## src/rtl/f8_gpio_pkg.sv

```systemverilog
// rtl/f8_gpio_pkg.sv - shared types and constants for the f8 gpio serial receiver
//
// Purpose: receiver FSM state encoding and the frame data width used by
//          gpio_uart_rx and its testbench.
// Ports:   none (package).
package f8_gpio_pkg;

    typedef enum logic [1:0] {
        UART_IDLE,
        UART_START,
        UART_DATA,
        UART_STOP
    } uart_state_t;

    localparam int UART_DATA_BITS = 8;

endpackage

```

## src/rtl/gpio_rx_fifo.sv

```systemverilog
// rtl/gpio_rx_fifo.sv - small byte FIFO with a registered head-of-queue output
//
// Purpose: buffers received bytes between the serial FSM and the consumer.
//          rdata_o is a register that always holds the current head entry
//          and keeps its last value when the FIFO drains.
// Ports:
//   clk, rst_n  clock and asynchronous active-low reset
//   push_i      write wdata_i (dropped when full unless popping this cycle)
//   wdata_i     data to write
//   pop_i       remove the head entry (ignored when empty)
//   rdata_o     head entry, registered
//   full_o      FIFO holds DEPTH entries
//   empty_o     FIFO holds no entries
//   count_o     number of entries held
module gpio_rx_fifo #(
    parameter int DEPTH = 4,
    parameter int WIDTH = 8,
    localparam int AW = $clog2(DEPTH),
    localparam int CW = $clog2(DEPTH + 1)
) (
    input  logic             clk,
    input  logic             rst_n,
    input  logic             push_i,
    input  logic [WIDTH-1:0] wdata_i,
    input  logic             pop_i,
    output logic [WIDTH-1:0] rdata_o,
    output logic             full_o,
    output logic             empty_o,
    output logic [CW-1:0]    count_o
);

    logic [WIDTH-1:0] mem_q [DEPTH];
    logic [AW-1:0]    wr_ptr_q, wr_ptr_d;
    logic [AW-1:0]    rd_ptr_q, rd_ptr_d;
    logic [CW-1:0]    count_q, count_d;
    logic [WIDTH-1:0] rdata_q, rdata_d;
    logic             do_push;
    logic             do_pop;

    assign full_o  = (count_q == CW'(DEPTH));
    assign empty_o = (count_q == '0);
    assign count_o = count_q;
    assign rdata_o = rdata_q;

    // A push into a full FIFO only lands when the head leaves in the same cycle.
    assign do_pop  = pop_i && !empty_o;
    assign do_push = push_i && (!full_o || do_pop);

    always_comb begin
        wr_ptr_d = wr_ptr_q;
        rd_ptr_d = rd_ptr_q;
        count_d  = count_q;
        rdata_d  = rdata_q;
        if (do_push) begin
            wr_ptr_d = wr_ptr_q + AW'(1);
        end
        if (do_pop) begin
            rd_ptr_d = rd_ptr_q + AW'(1);
        end
        case ({do_push, do_pop})
            2'b10:   count_d = count_q + CW'(1);
            2'b01:   count_d = count_q - CW'(1);
            default: count_d = count_q;
        endcase
        // The new head is the incoming byte when it becomes the only entry,
        // otherwise the next stored entry when the current head is popped.
        if (do_push && (count_q == '0 || (do_pop && count_q == CW'(1)))) begin
            rdata_d = wdata_i;
        end else if (do_pop && count_q > CW'(1)) begin
            rdata_d = mem_q[rd_ptr_q + AW'(1)];
        end
    end

    always_ff @(posedge clk) begin
        if (do_push) begin
            mem_q[wr_ptr_q] <= wdata_i;
        end
    end

    always_ff @(posedge clk or negedge rst_n) begin
        if (!rst_n) begin
            wr_ptr_q <= '0;
            rd_ptr_q <= '0;
            count_q  <= '0;
            rdata_q  <= '0;
        end else begin
            wr_ptr_q <= wr_ptr_d;
            rd_ptr_q <= rd_ptr_d;
            count_q  <= count_d;
            rdata_q  <= rdata_d;
        end
    end

endmodule

```

## src/rtl/gpio_uart_rx.sv

```systemverilog
// rtl/gpio_uart_rx.sv - 8N1 serial receiver on one selectable gpio pin
//
// Purpose: samples gpio_pins[pin_sel] as an asynchronous serial line,
//          reassembles bytes LSB first, buffers them in gpio_rx_fifo and
//          reports sticky framing-error and overrun flags.
// Ports:
//   clk               system clock
//   power_on_reset_n  asynchronous active-low reset (released synchronously)
//   gpio_pins         gpio pin bus
//   pin_sel           index of the serial data pin
//   enable            receiver enable
//   rx_data           head-of-FIFO byte
//   rx_valid          FIFO non-empty
//   rx_ready          consumer accepts rx_data on rx_valid && rx_ready
//   frame_error       sticky, stop bit sampled low
//   overrun           sticky, byte dropped on a full FIFO
//   clear_errors      clears both sticky flags
module gpio_uart_rx
    import f8_gpio_pkg::*;
#(
    parameter int CLK_PER_BIT = 16,
    parameter int FIFO_DEPTH  = 4,
    parameter int PIN_WIDTH   = 8,
    localparam int SEL_W = (PIN_WIDTH > 1) ? $clog2(PIN_WIDTH) : 1
) (
    input  logic                 clk,
    input  logic                 power_on_reset_n,
    input  logic [PIN_WIDTH-1:0] gpio_pins,
    input  logic [SEL_W-1:0]     pin_sel,
    input  logic                 enable,
    output logic [7:0]           rx_data,
    output logic                 rx_valid,
    input  logic                 rx_ready,
    output logic                 frame_error,
    output logic                 overrun,
    input  logic                 clear_errors
);

    localparam int CNT_W = $clog2(CLK_PER_BIT);
    localparam int BIT_W = $clog2(UART_DATA_BITS);
    localparam int FCW   = $clog2(FIFO_DEPTH + 1);
    localparam logic [CNT_W-1:0] HALF_BIT = CNT_W'(CLK_PER_BIT / 2 - 1);
    localparam logic [CNT_W-1:0] FULL_BIT = CNT_W'(CLK_PER_BIT - 1);
    localparam logic [BIT_W-1:0] LAST_BIT = BIT_W'(UART_DATA_BITS - 1);

    // Reset bridge: assertion is immediate, release waits two clock edges.
    logic rst_meta_q;
    logic rst_n;

    always_ff @(posedge clk or negedge power_on_reset_n) begin
        if (!power_on_reset_n) begin
            rst_meta_q <= 1'b0;
            rst_n      <= 1'b0;
        end else begin
            rst_meta_q <= 1'b1;
            rst_n      <= rst_meta_q;
        end
    end

    uart_state_t               state_q, state_d;
    logic [CNT_W-1:0]          cnt_q, cnt_d;
    logic [BIT_W-1:0]          bit_idx_q, bit_idx_d;
    logic [UART_DATA_BITS-1:0] shift_q, shift_d;
    logic [SEL_W-1:0]          sel_q, sel_d;
    logic                      sync1_q, sync2_q, hist_q;
    logic                      frame_error_q, overrun_q;

    logic             line;
    logic             start_edge;
    logic             cnt_zero;
    logic [SEL_W-1:0] sel_eff;
    logic             byte_push;
    logic             fe_set;
    logic             ovf_set;
    logic             fifo_pop;
    logic             fifo_full;
    logic             fifo_empty;
    logic [FCW-1:0]   fifo_count;

    // While a frame is in flight the pin captured at start detection is used,
    // so pin_sel changes cannot corrupt the byte being received.
    assign sel_eff    = (state_q == UART_IDLE) ? pin_sel : sel_q;
    assign line       = sync2_q;
    assign start_edge = !sync2_q && hist_q;
    assign cnt_zero   = (cnt_q == '0);

    always_ff @(posedge clk or negedge rst_n) begin
        if (!rst_n) begin
            sync1_q <= 1'b1;
            sync2_q <= 1'b1;
            hist_q  <= 1'b1;
        end else begin
            sync1_q <= gpio_pins[sel_eff];
            sync2_q <= sync1_q;
            hist_q  <= sync2_q;
        end
    end

    always_ff @(posedge clk or negedge rst_n) begin
        if (!rst_n) begin
            state_q <= UART_IDLE;
        end else begin
            state_q <= state_d;
        end
    end

    always_comb begin
        state_d = state_q;
        if (!enable) begin
            state_d = UART_IDLE;
        end else begin
            case (state_q)
                UART_IDLE:  if (start_edge) state_d = UART_START;
                UART_START: if (cnt_zero) state_d = line ? UART_IDLE : UART_DATA;
                UART_DATA:  if (cnt_zero && bit_idx_q == LAST_BIT) state_d = UART_STOP;
                UART_STOP:  if (cnt_zero) state_d = UART_IDLE;
                default:    state_d = UART_IDLE;
            endcase
        end
    end

    always_comb begin
        cnt_d     = cnt_q;
        bit_idx_d = bit_idx_q;
        shift_d   = shift_q;
        sel_d     = sel_q;
        byte_push = 1'b0;
        fe_set    = 1'b0;
        if (enable) begin
            case (state_q)
                UART_IDLE: begin
                    if (start_edge) begin
                        cnt_d = HALF_BIT;
                        sel_d = pin_sel;
                    end
                end
                UART_START: begin
                    if (cnt_zero) begin
                        cnt_d     = FULL_BIT;
                        bit_idx_d = '0;
                    end else begin
                        cnt_d = cnt_q - CNT_W'(1);
                    end
                end
                UART_DATA: begin
                    if (cnt_zero) begin
                        shift_d   = {line, shift_q[UART_DATA_BITS-1:1]};
                        cnt_d     = FULL_BIT;
                        bit_idx_d = bit_idx_q + BIT_W'(1);
                    end else begin
                        cnt_d = cnt_q - CNT_W'(1);
                    end
                end
                UART_STOP: begin
                    if (cnt_zero) begin
                        byte_push = line;
                        fe_set    = !line;
                    end else begin
                        cnt_d = cnt_q - CNT_W'(1);
                    end
                end
                default: begin
                    cnt_d = '0;
                end
            endcase
        end
    end

    always_ff @(posedge clk or negedge rst_n) begin
        if (!rst_n) begin
            cnt_q     <= '0;
            bit_idx_q <= '0;
            shift_q   <= '0;
            sel_q     <= '0;
        end else begin
            cnt_q     <= cnt_d;
            bit_idx_q <= bit_idx_d;
            shift_q   <= shift_d;
            sel_q     <= sel_d;
        end
    end

    assign fifo_pop = rx_ready && !fifo_empty;
    assign ovf_set  = byte_push && fifo_full && !fifo_pop;

    gpio_rx_fifo #(
        .DEPTH (FIFO_DEPTH),
        .WIDTH (UART_DATA_BITS)
    ) u_fifo (
        .clk     (clk),
        .rst_n   (rst_n),
        .push_i  (byte_push),
        .wdata_i (shift_q),
        .pop_i   (fifo_pop),
        .rdata_o (rx_data),
        .full_o  (fifo_full),
        .empty_o (fifo_empty),
        .count_o (fifo_count)
    );

    assign rx_valid = (fifo_count != '0);

    // A set event in the same cycle as clear_errors wins.
    always_ff @(posedge clk or negedge rst_n) begin
        if (!rst_n) begin
            frame_error_q <= 1'b0;
            overrun_q     <= 1'b0;
        end else begin
            if (fe_set) begin
                frame_error_q <= 1'b1;
            end else if (clear_errors) begin
                frame_error_q <= 1'b0;
            end
            if (ovf_set) begin
                overrun_q <= 1'b1;
            end else if (clear_errors) begin
                overrun_q <= 1'b0;
            end
        end
    end

    assign frame_error = frame_error_q;
    assign overrun     = overrun_q;

endmodule

```

## config.mk

```make
export PLATFORM = sky130hd
export DESIGN_NAME = gpio_uart_rx
export DESIGN_NICKNAME = d
export VERILOG_FILES = /design/src/rtl/f8_gpio_pkg.sv /design/src/rtl/gpio_rx_fifo.sv /design/src/rtl/gpio_uart_rx.sv
export SDC_FILE = /design/constraint.sdc
export NUM_CORES = 1
export LEC_CHECK = 0
export CORE_UTILIZATION = 55
export CTS_CLUSTER_SIZE = 10
export DETAILED_ROUTE_END_ITERATION = 10
export PLACE_DENSITY_LB_ADDON = 0.05
export SYNTH_ARGS = -nofsm -noshare
export SYNTH_HDL_FRONTEND = slang
export SYNTH_HIERARCHICAL = 1
export SYNTH_SLANG_ARGS = --single-unit
```

## constraint.sdc

```tcl
create_clock -name clk -period 1.8 [get_ports clk]
set_input_delay 0.27 -clock clk [delete_from_list [all_inputs] [get_ports clk]]
set_output_delay 0.27 -clock clk [all_outputs]
set_load 0.01 [all_outputs]
```

==> impl_summary.log, run 1 <==
[metrics] DP Wirelength: approximately 4.6 mm
[metrics] die height: 83.3 um
[metrics] detailed-route wire length per cell: 15.2 um
[metrics] time the worst path needs with I/O delays and setup: between 2 and 2.5 ns
[metrics] vias in the first global route: between 2000 and 2500
[metrics] commonest cells in the synthesized netlist: dfrtp_1 (39), edfxtp_1 (32), inv_1 (18), mux2_4 (16), ha_1 (15)
[metrics] master cell of the clock root buffer: clkbuf_8
[metrics] Max Buffers Root-to-Sink: 2
[metrics] kind of end point of the critical path: flip-flop
[metrics] most area-consuming cells after synthesis: dfrtp_1 (27%), edfxtp_1 (26%), mux2_4 (6.6%)
[metrics] floorplan core area: around 0.0063 mm^2
[metrics] worst-case register-to-register setup slack: -0.33 ns
[metrics] number of detailed-routing iterations run before antenna repair: 4
[metrics] number of nets in the finished design: between 300 and 400
[metrics] Worst Clk Skew: between 0.01 and 0.015 ns
[metrics] power density over the cells: around 1300 mW/mm^2
[metrics] net count after synthesis: roughly 290
[metrics] most frequently used cell type in the post-synthesis netlist: dfrtp_1
[metrics] Die X: between 80 and 90 um
[metrics] standard-cell rows: 29
[metrics] number of cells on the worst reg-to-reg path: 8
[metrics] post-synth top area cell: dfrtp_1
[metrics] part of the cycle the worst path needs: 1.18
[metrics] Hold Worst Slack: 0.0899 ns
[metrics] CP dominant cell by count: mux2_4
[metrics] CTS sink count: between 70 and 80
[metrics] # setup viols final: 45
[metrics] kind of critical path: reg -> reg
[metrics] Residual DRC: 0
[metrics] number of antenna violations at the first check in global routing: 0
[metrics] portion of the post-synthesis area used by sequential elements: 0.555
[metrics] number of enable flip-flop cells after synthesis: 32
[metrics] initial core utilization: 0.572
[metrics] worst hold path class: in -> async
[metrics] worst-skew pair later-pin latency: 0.34 ns
[metrics] Area Growth Syn to Fin: 27.3%
[metrics] highest-delay cell along the critical path: dfrtp_1
[metrics] critical path required time: a little over 2 ns
[metrics] fraction of registers with async set/reset: 0.568
[metrics] crit path buf inv count: 1
[metrics] DRC marker count from the first detailed-route iteration: 86
[metrics] Total Power: 5.97 mW
[metrics] signal arrival time at the worst endpoint: between 2 and 2.5 ns
[metrics] outcome: finished, violations left
[metrics] r2r endpoint: u_fifo/rdata_o[3]
[metrics] flip-flop cell with the highest count after synthesis: dfrtp_1
[metrics] critical-path maximum fanout: 8
[metrics] mean number of vias per cell: approximately 5.5
[metrics] Top Family by Delay on Critical Path: simple AND/OR/NAND/NOR gates
[metrics] number of buffers added by the clock tree synthesis step: 9
[metrics] num ports: 27
[metrics] worst voltage drop across the vdd grid: between 800 and 900 uV
[metrics] leakage power of the design: ~2.1 nW
[metrics] antenna diode instance count: 0
[metrics] cells along the critical path: inv_2, ha_4, nor3b_4, and4_4, nand2b_4, or2_4, mux2_4, mux2_4
[metrics] unrepaired setup endpoints after global routing: yes
[metrics] gpl congestion: a little under 0.8
[metrics] Total Wirelength: 6.32 mm
[metrics] overall die area: roughly 0.0069 mm^2
[metrics] Slowest Stage Delay on Critical Path: approximately 0.40 ns
[metrics] number of hold violations in the final report: 0
[metrics] overall track demand over capacity in global routing: 0.197
[metrics] total standard cell area after synthesis: 0.00363 mm^2
[metrics] fmax: 0.470 GHz
[metrics] final worst slack: -0.327 ns
[metrics] H-Tree Depth: 3
[metrics] Yosys reg bits: between 70 and 80
[metrics] pin count of the biggest net entering global routing: 22
[metrics] element type at the critical path start: flip-flop
[metrics] Clock transition at path regs: approximately 0.080 ns
[metrics] failing checks: negative setup slack
[metrics] R2R Path Start: cnt_q[1]
[metrics] post-synth top area share: 0.269
[metrics] total via count after detailed routing: about 2300
[metrics] Max Cap Violations: 0
[metrics] Syn Area/Cell: approximately 14 um^2
[metrics] first-pass GRT wire length: 10.6 mm
[metrics] post-route antenna net violation count: 0
[metrics] count of different cell masters after synthesis: 53
[metrics] overflow left after global routing: 0
[metrics] total number of yosys warnings: 6
[metrics] number of instances in the synthesized netlist: 261
[metrics] final number of max-transition violations: 0
[metrics] share of layout cells above drive strength 1: 0.365
[metrics] number of I/O port buffers: 26
[metrics] CTS tree: yes
[metrics by stage]
step | util | area [um^2] | TNS (ns) | setup WS, ns | instances
detailed placement | 0.671 | 4260 | -11.33 | -0.492 | 391
CTS | 0.718 | 4560 | -9.52 | -0.320 | 415
global route | 0.729 | 4630 | -14.14 | -0.380 | 417
finish | 0.729 | 4630 | -11.13 | -0.327 | 417
global placement | 0.671 | 4260 | -9.41 | -0.417 | 391
floorplan | - | 3680 | -12.58 | -0.544 | 261
[how the worst max path moves through the flow]
stage | to | depth (start not counted) | start | slack (ns)
after floorplan | u_fifo/rdata_o[0] | 10 | cnt_q[0] | -0.54
after CTS | u_fifo/rdata_o[3] | 8 | cnt_q[0] | -0.32
after global placement | u_fifo/rdata_o[4] | 8 | cnt_q[1] | -0.42
after detailed placement | u_fifo/rdata_o[3] | 8 | cnt_q[1] | -0.49
final | u_fifo/rdata_o[3] | 8 | cnt_q[1] | -0.33
after global routing | u_fifo/rdata_o[3] | 8 | cnt_q[1] | -0.38
[state kept, by name, indices dropped and copies added, names as in the netlist, 2 cells and up]
signal	flops
sel_q	3
u_fifo/rd_ptr_q	2
shift_q	8
u_fifo/wr_ptr_q	2
u_fifo/mem_q	32
state_q	2
u_fifo/rdata_o	8
bit_idx_q	3
cnt_q	4
u_fifo/count_o	3
[layout by cell type (no fill, tap or decap), types with 4 or more instances in the layout]
master,count
ha_1,11
mux2i_1,8
nand2_1,14
inv_1,14
mux2_4,16
clkdlybuf4s50_1,25
a21oi_1,9
clkbuf_8,10
nand3b_1,4
nor2_1,5
edfxtp_1,32
buf_6,6
mux2_2,10
buf_4,38
dfrtp_1,38
nand2b_1,4
mux4_1,6
nand3_1,4
and2_4,5
o21ai_0,6
[layer usage]
layer | share of wire | up-vias | GRT usage
li1 | - | 1118 | -
met1 | 0.47 | 1118 | 0.257
met2 | 0.50 | 38 | 0.320
met3 | 0.027 | 7 | 0.0477
met4 | 0.010 | 0 | 0.0752
met5 | 0 | - | 0
[area by class of cell]
cell class                 instances  area (um^2)
timing repair buffer              72          648
clock buffer                      11          141
fill                             434         1720
multi-input combinational        160         1600
clock inverter                     5         55.1
sequential                        74         2020
inverter                          18         70.1
tap                               77         96.3
[where the power goes]
group          leakage, nW  internal [mW]  switching (mW)  total, mW
Clock               0.0970          0.673           0.568       1.24
Combinational         1.11           1.50           0.966       2.47
Sequential           0.849           2.04           0.222       2.26
Total                 2.05           4.22            1.76       5.97
[cell families after synthesis]
kind of cell / share of synthesized area
adders and majority gates: 0.0516
buffers and inverters: 0.0351
other: 0.00103
muxes: 0.175
DFF: 0.555
and+or+nand+nor: 0.0905
xor gates and xnor gates: 0.00964
AOI/OAI and AO/OA: 0.0826
[timing repair]
item	in CTS	in global routing
hold buffers	0	0
pin swaps	13	10
setup buffers	8	4
setup endpoints to repair	48	50
gates resized for setup	15	18
(Power assumes the default switching activity.)
==> inputs of run 2 (changes only) <==
--- a/config.mk
+++ b/config.mk
@@ -7,4 +7,5 @@
 export LEC_CHECK = 0
 export CORE_UTILIZATION = 55
+export CTS_CLUSTER_DIAMETER = 50
 export CTS_CLUSTER_SIZE = 10
 export DETAILED_ROUTE_END_ITERATION = 10
==> constraint.sdc (replaced) <==
create_clock -name clk -period 1.8 [get_ports clk]
set_input_delay 0.36 -clock clk [delete_from_list [all_inputs] [get_ports clk]]
set_output_delay 0.36 -clock clk [all_outputs]
set_load 0.01 [all_outputs]
==> run 2 against run 1 <==
  * The flow still finishes with violations (negative setup slack)
  * Sequential power about the same
  * Maximum frequency rose by 0.40%
  * Global-route usage is 0.61 points higher
  * Sequential share of layout area is 0.50 points lower
  * Register-to-register slack is essentially flat
  * Non-clock buffer count rose by 1
  * Die area unchanged
  * Via count grew 1.1%
  * Setup slack gained 0.0085 ns
  * Utilization rose by 0.85 points
  * Final cell count increased by 0.24%
  * Combinational power barely moved
==> impl_summary.log, run 2 (synthesized netlist as in run 1, its figures left out) <==
[metrics] outcome: finished, violations left (unchanged)
[metrics] failing checks: negative setup slack (unchanged)
[metrics] mean number of vias per cell: 5.51 (was 5.47)
[metrics] Clock transition at path regs: 0.07 ns (was 0.08 ns)
[metrics] post-route antenna net violation count: 0 (unchanged)
[metrics] highest-delay cell along the critical path: dfrtp_1 (unchanged)
[metrics] Worst Clk Skew: 0.0125 ns (was 0.0108 ns)
[metrics] overall track demand over capacity in global routing: 0.203 (was 0.197)
[metrics] worst-skew pair later-pin latency: 0.33 ns (was 0.34 ns)
[metrics] Area Growth Syn to Fin: 28.8% (was 27.3%)
[metrics] pin count of the biggest net entering global routing: 41 (was 22)
[metrics] share of power burned in the clock network: 0.241 (was 0.208)
[metrics] number of standard cells in the layout, taps in and fillers out: 418 (was 417)
[metrics] gpl congestion: 0.790 (was 0.795)
[metrics] number of buffers added by the clock tree synthesis step: 9 (unchanged)
[metrics] die height: 83.3 um (unchanged)
[metrics] Max Buffers Root-to-Sink: 2 (unchanged)
[metrics] Max Cap Violations: 0 (unchanged)
[metrics] Total Power: 6.22 mW (was 5.97 mW)
[metrics] Residual DRC: 0 (unchanged)
[metrics] floorplan core area: 0.00635 mm^2 (unchanged)
[metrics] combined flip-flop and latch cell area: 0.00202 mm^2 (unchanged)
[metrics] switching share of total power: 0.285 (was 0.294)
[metrics] DP Wirelength: 4.46 mm (was 4.55 mm)
[metrics] number of I/O port buffers: 26 (unchanged)
[metrics] worst hold path class: in -> async (unchanged)
[metrics] setup slack at placement: -0.527 ns (was -0.492 ns)
[metrics] number of nets in the finished design: 367 (was 366)
[metrics] max reg flops: 32 (unchanged)
[metrics] detailed-route wire length per cell: 15.7 um (was 15.2 um)
[metrics] instance area at placement: 0.00425 mm^2 (was 0.00426 mm^2)
[metrics] kind of end point of the critical path: flip-flop (unchanged)
[metrics] overflow left after global routing: 0 (unchanged)
[metrics] fmax: 0.472 GHz (was 0.470 GHz)
[metrics] most common library cell in the layout ignoring fill and taps: buf_4
[metrics] master cell of the clock root buffer: clkbuf_8 (unchanged)
[metrics] power spent charging and discharging nets: 1.77 mW (was 1.76 mW)
[metrics] final worst slack: -0.318 ns (was -0.327 ns)
[metrics] max_slew headroom: 0.659
[metrics] power density over the cells: 1330 mW/mm^2 (was 1290 mW/mm^2)
[metrics] vias in the first global route: 2274 (was 2240)
[metrics] cell count after placement: 390 (was 391)
[metrics] number of antenna violations at the first check in global routing: 0 (unchanged)
[metrics] cells along the critical path: inv_2, ha_4, nor3b_4, and4_4, nand2b_4, or2_4, mux2_4, mux2_4 (unchanged)
[metrics] H-Tree Depth: 3 (unchanged)
[metrics] area occupied by multi-input gates: 0.00161 mm^2 (was 0.00160 mm^2)
[metrics] top library cells by usage in the layout, fill and taps aside: buf_4 (39), dfrtp_1 (38), edfxtp_1 (32) (was dfrtp_1 (38), buf_4 (38), edfxtp_1 (32))
[metrics] number of hold violations in the final report: 0 (unchanged)
[metrics] CTS tree: yes (unchanged)
[metrics] CP dominant cell by count: mux2_4 (unchanged)
[metrics] element type at the critical path start: flip-flop (unchanged)
[metrics] unrepaired setup endpoints after global routing: yes (unchanged)
[metrics] share of layout cells above drive strength 1: 0.367 (was 0.365)
[metrics] Top Family by Delay on Critical Path: simple AND/OR/NAND/NOR gates (unchanged)
[metrics] part of the cycle the worst path needs: 1.18 (about the same)
[metrics] overall die area: 0.00694 mm^2 (unchanged)
[metrics] num ports: 27 (unchanged)
[metrics] crit path buf inv count: 1 (unchanged)
[metrics] part of the total power dissipated in sequential elements: 0.361 (was 0.379)
[metrics] number of detailed-routing iterations run before antenna repair: 4 (unchanged)
[metrics] standard-cell rows: 29 (unchanged)
[metrics] CTS sink count: 74 (unchanged)
[metrics] worst slew pin tran: 0.512 ns
[metrics] final number of max-transition violations: 0 (unchanged)
[metrics] number of hold buffers added after cts: 0 (unchanged)
[metrics] proportion of power drawn by combinational gates: 0.399 (was 0.413)
[metrics] Slowest Stage Delay on Critical Path: 0.39 ns (was 0.40 ns)
[metrics] DRC marker count from the first detailed-route iteration: 132 (was 86)
[metrics] cell area after layout: 0.00468 mm^2 (was 0.00463 mm^2)
[metrics] Total Wirelength: 6.57 mm (was 6.32 mm)
[metrics] critical-path maximum fanout: 8 (unchanged)
[metrics] Layout Utilization: 0.737 (was 0.729)
[metrics] Die X: 83.3 um (unchanged)
[metrics] total via count after detailed routing: 2305 (was 2281)
[metrics] antenna diode instance count: 0 (unchanged)
[metrics] leakage power of the design: 2.07 nW (was 2.05 nW)
[metrics] kind of critical path: reg -> reg (unchanged)
[metrics] total negative slack for setup checks: -10.62 ns (was -11.13 ns)
[metrics] total number of cells along the worst setup path: 8 (unchanged)
[metrics] number of fillers in the final layout: 411 (was 434)
[metrics] number of cells on the worst reg-to-reg path: 8 (unchanged)
[metrics] time the worst path needs with I/O delays and setup: 2.12 ns (was 2.13 ns)
[metrics] signal arrival time at the worst endpoint: 2.34 ns (was 2.35 ns)
[metrics] worst voltage drop across the vdd grid: 1190 uV (was 872 uV)
[metrics] critical path required time: 2.02 ns (was 2.03 ns)
[metrics] initial core utilization: 0.572 (unchanged)
[metrics] Hold Worst Slack: 0.179 ns (was 0.0899 ns)
[metrics] Internal Dissipation: 4.45 mW (was 4.22 mW)
[metrics] first-pass GRT wire length: 11.0 mm (was 10.6 mm)
[metrics] register ranked first by flip-flop count: u_fifo/mem_q (unchanged)
[metrics] # setup viols final: 45 (unchanged)
run 2: changes by cell type in the layout (fill, tap and decap cells not counted), sizes merged:
cell / delta
buf: +2
bufinv: +2
clkbuf: -1
clkinv: -1
clkinvlp: -1
run 2: area by class of cell:
cell class	count	share of cell area
sequential	74	0.431
tap	77	0.0206
clock buffer	11	0.0281
inverter	18	0.0144
timing repair buffer	73	0.140
clock inverter	5	0.0219
multi-input combinational	160	0.344
run 2: power groups by stage:
| stage | Sequential, mW | Combinational, mW | Clock, mW |
|---|---|---|---|
| floorplan | 2.30 | 1.46 | 0 |
| global placement | 2.28 | 2.28 | 0 |
| detailed placement | 2.28 | 2.31 | 0 |
| CTS | 2.25 | 2.37 | 1.53 |
| global route | 2.29 | 2.68 | 1.60 |
| finish | 2.24 | 2.48 | 1.50 |
run 2: path summary, 6_finish.rpt:
path,slack [ns],startpoint,endpoint
max,-0.32,cnt_q[1],u_fifo/rdata_o[4]
min,0.18,power_on_reset_n,rst_meta_q
max reg2reg,-0.32,cnt_q[1],u_fifo/rdata_o[4]
min reg2reg,0.32,rst_n,u_fifo/count_o[1]
max in group asynchronous,1.11,rst_n,sync1_q
min in group clk,0.35,rst_meta_q,rst_n
run 2: what timing repair did:
item	CTS	global route
setup buffers	7	5
gates resized for setup	20	15
pin swaps	8	9
endpoints found under the setup margin	48	50
run 2: routing by layer:
metal,track usage,vias to the layer above,part of all wire
met3,0.0487,2,0.037
met1,0.269,1130,0.45
met4,0.0564,0,0.0044
met2,0.336,51,0.51
li1,-,1122,-
met5,0,-,0
==> inputs of run 3 (changes only) <==
TNS_END_PERCENT = 10   (was default)
==> run 3 against run 2 <==
  * The run still ends with negative setup slack left
  * Clock skew shrank 0.0063 ns
  * Sequential cell count is the same
  * Final area shrank 0.75%
  * Die area is the same
  * Routed wire length shrank 2.8%
  * Global-route usage shrank 0.45 points
  * Register-to-register slack is essentially flat
  * First-iteration DRC count shrank 19%
  * Critical path depth is the same
  * Worst hold slack lost 0.0084 ns
  * Non-clock buffer count shrank 2
  * Maximum frequency shrank 0.64%
==> impl_summary.log, run 3 (synthesized netlist as in run 1, its figures left out) <==
[metrics] initial core utilization: 0.572 (unchanged)
[metrics] die height: 83.3 um (unchanged)
[metrics] standard-cell rows: 29 (unchanged)
[metrics] time the worst path needs with I/O delays and setup: 2.13 ns (was 2.12 ns)
[metrics] number of nets in the finished design: 365 (was 367)
[metrics] top routing layer used: met4 (unchanged)
[metrics] Die X: 83.3 um (unchanged)
[metrics] Max Buffers Root-to-Sink: 2 (unchanged)
[metrics] Hold Worst Slack: 0.171 ns (was 0.179 ns)
[metrics] CTS sink count: 74 (unchanged)
[metrics] failing checks: negative setup slack (unchanged)
[metrics] routed length on met2: 3.07 mm (was 3.36 mm)
[metrics] share of layout cells above drive strength 1: 0.336 (was 0.367)
[metrics] floorplan core area: 0.00635 mm^2 (unchanged)
[metrics] critical path required time: 2.03 ns (was 2.02 ns)
[metrics] post-route antenna net violation count: 0 (unchanged)
[metrics] pin count of the biggest net entering global routing: 22 (was 41)
[metrics] worst hold path class: in -> async (unchanged)
[metrics] power density over the cells: 1310 mW/mm^2 (was 1330 mW/mm^2)
[metrics] CP dominant cell by count: mux2_4 (unchanged)
[metrics] vias in the first global route: 2272 (was 2274)
[metrics] final worst slack: -0.332 ns (was -0.318 ns)
[metrics] highest-delay cell along the critical path: dfrtp_1 (unchanged)
[metrics] number of fillers in the final layout: 418 (was 411)
[metrics] gpl congestion: 0.807 (was 0.790)
[metrics] element type at the critical path start: flip-flop (unchanged)
[metrics] top library cells by usage in the layout, fill and taps aside: dfrtp_1 (38), buf_4 (35), edfxtp_1 (32) (was buf_4 (39), dfrtp_1 (38), edfxtp_1 (32))
[metrics] overflow left after global routing: 0 (unchanged)
[metrics] number of detailed-routing iterations run before antenna repair: 4 (unchanged)
[metrics] total via count after detailed routing: 2269 (was 2305)
[metrics] detailed-route wire length on metal 1: 3.00 mm (was 2.94 mm)
[metrics] master cell of the clock root buffer: clkbuf_8 (unchanged)
[metrics] Total Power: 6.10 mW (was 6.22 mW)
[metrics] max reg flops: 32 (unchanged)
[metrics] worst voltage drop across the vdd grid: 873 uV (was 1190 uV)
[metrics] critical-path maximum fanout: 8 (unchanged)
[metrics] num ports: 27 (unchanged)
[metrics] DRC marker count from the first detailed-route iteration: 107 (was 132)
[metrics] part of the cycle the worst path needs: 1.18 (about the same)
[metrics] Top Family by Delay on Critical Path: simple AND/OR/NAND/NOR gates (unchanged)
[metrics] Area Growth Syn to Fin: 27.8% (was 28.8%)
[metrics] Max Cap Violations: 0 (unchanged)
[metrics] mean number of vias per cell: 5.45 (was 5.51)
[metrics] DP Wirelength: 4.45 mm (was 4.46 mm)
[metrics] most common library cell in the layout ignoring fill and taps: dfrtp_1 (was buf_4)
[metrics] CTS tree: yes (unchanged)
[metrics] antenna diode instance count: 0 (unchanged)
[metrics] Slowest Stage Delay on Critical Path: 0.40 ns (was 0.39 ns)
[metrics] routed length on met3: 191 um (was 240 um)
[metrics] worst-skew pair later-pin latency: 0.34 ns (was 0.33 ns)
[metrics] Worst Clk Skew: 0.00615 ns (was 0.0125 ns)
[metrics] Clock transition at path regs: 0.08 ns (was 0.07 ns)
[metrics] register ranked first by flip-flop count: u_fifo/mem_q (unchanged)
[metrics] number of I/O port buffers: 26 (unchanged)
[metrics] Residual DRC: 0 (unchanged)
[metrics] detailed-route wire length per cell: 15.4 um (was 15.7 um)
[metrics] # setup viols final: 45 (unchanged)
[metrics] crit path buf inv count: 1 (unchanged)
[metrics] number of hold violations in the final report: 0 (unchanged)
[metrics] Total Wirelength: 6.39 mm (was 6.57 mm)
[metrics] signal arrival time at the worst endpoint: 2.36 ns (was 2.34 ns)
[metrics] overall die area: 0.00694 mm^2 (unchanged)
[metrics] first-pass GRT wire length: 10.7 mm (was 11.0 mm)
[metrics] leakage power of the design: 2.07 nW (about the same)
[metrics] kind of critical path: reg -> reg (unchanged)
[metrics] cells along the critical path: inv_2, ha_4, nor3b_4, and4_4, nand2b_4, or2_4, mux2_4, mux2_4 (unchanged)
[metrics] number of buffers added by the clock tree synthesis step: 9 (unchanged)
[metrics] final number of max-transition violations: 0 (unchanged)
[metrics] fmax: 0.469 GHz (was 0.472 GHz)
[metrics] outcome: finished, violations left (unchanged)
[metrics] kind of end point of the critical path: flip-flop (unchanged)
[metrics] number of antenna violations at the first check in global routing: 0 (unchanged)
[metrics] unrepaired setup endpoints after global routing: yes (unchanged)
[metrics] H-Tree Depth: 3 (unchanged)
[metrics] overall track demand over capacity in global routing: 0.199 (was 0.203)
==> run 3: cell count changes in the layout (fill, tap and decap cells not counted), moves of 3 or more <==
cell    delta
inv_1      +3
inv_2      -3
buf_12     +5
buf_6      -3
buf_4      -4
==> run 3: layout make-up <==
| cell class | count | area [um^2] | area share |
|---|---|---|---|
| sequential | 74 | 2020 | 0.434 |
| multi-input combinational | 160 | 1560 | 0.335 |
| timing repair buffer | 71 | 692 | 0.149 |
| clock buffer | 9 | 124 | 0.0267 |
| tap | 77 | 96.3 | 0.0207 |
| clock inverter | 7 | 91.3 | 0.0197 |
| inverter | 18 | 67.6 | 0.0145 |
==> run 3: where the power goes <==
group	total, mW	internal (mW)	switching [mW]
clock network	1.40	0.781	0.622
logic	2.43	1.47	0.959
registers	2.26	2.04	0.222
total	6.10	4.29	1.80
==> run 3: through the flow <==
| stage | setup TNS [ns] | worst slack, ns | cell area (um^2) | instances | util |
|---|---|---|---|---|---|
| 2_1_floorplan | -20.88 | -0.544 | 3660 | 261 | - |
| 3_3_place_gp | -14.94 | -0.508 | 4320 | 392 | 0.680 |
| 3_5_place_dp | -15.56 | -0.544 | 4320 | 392 | 0.680 |
| 4_1_cts | -7.13 | -0.306 | 4580 | 412 | 0.722 |
| 5_1_grt | -12.14 | -0.388 | 4650 | 416 | 0.732 |
| 6_report | -7.68 | -0.332 | 4650 | 416 | 0.732 |
==> run 3: final timing paths <==
path	start	end	slack, ns	cells after the start
worst max-delay path	cnt_q[0]	u_fifo/rdata_o[4]	-0.33	8
worst min register to register	rst_n	u_fifo/count_o[1]	0.23	0
max in group asynchronous	rst_n	line	1.02	1
worst max register to register	cnt_q[0]	u_fifo/rdata_o[4]	-0.33	8
worst min-delay path	power_on_reset_n	rst_meta_q	0.17	1
min in group clk	rst_meta_q	rst_n	0.35	0
==> run 3: what timing repair did <==
| item | in CTS | in global routing |
|---|---|---|
| resized for setup | 14 | 8 |
| setup buffers | 4 | 4 |
| pin swaps | 3 | 7 |
| hold buffers | 0 | 0 |
| endpoints found under the setup margin | 47 | 48 |
| endpoints found under the hold margin | 0 | 0 |
==> run 3: metal layers <==
metal  vias to the layer above  GRT usage
met5                         -          0
met3                        13     0.0447
met4                         0     0.0752
li1                       1115          -
met2                        38      0.322
met1                      1103      0.262
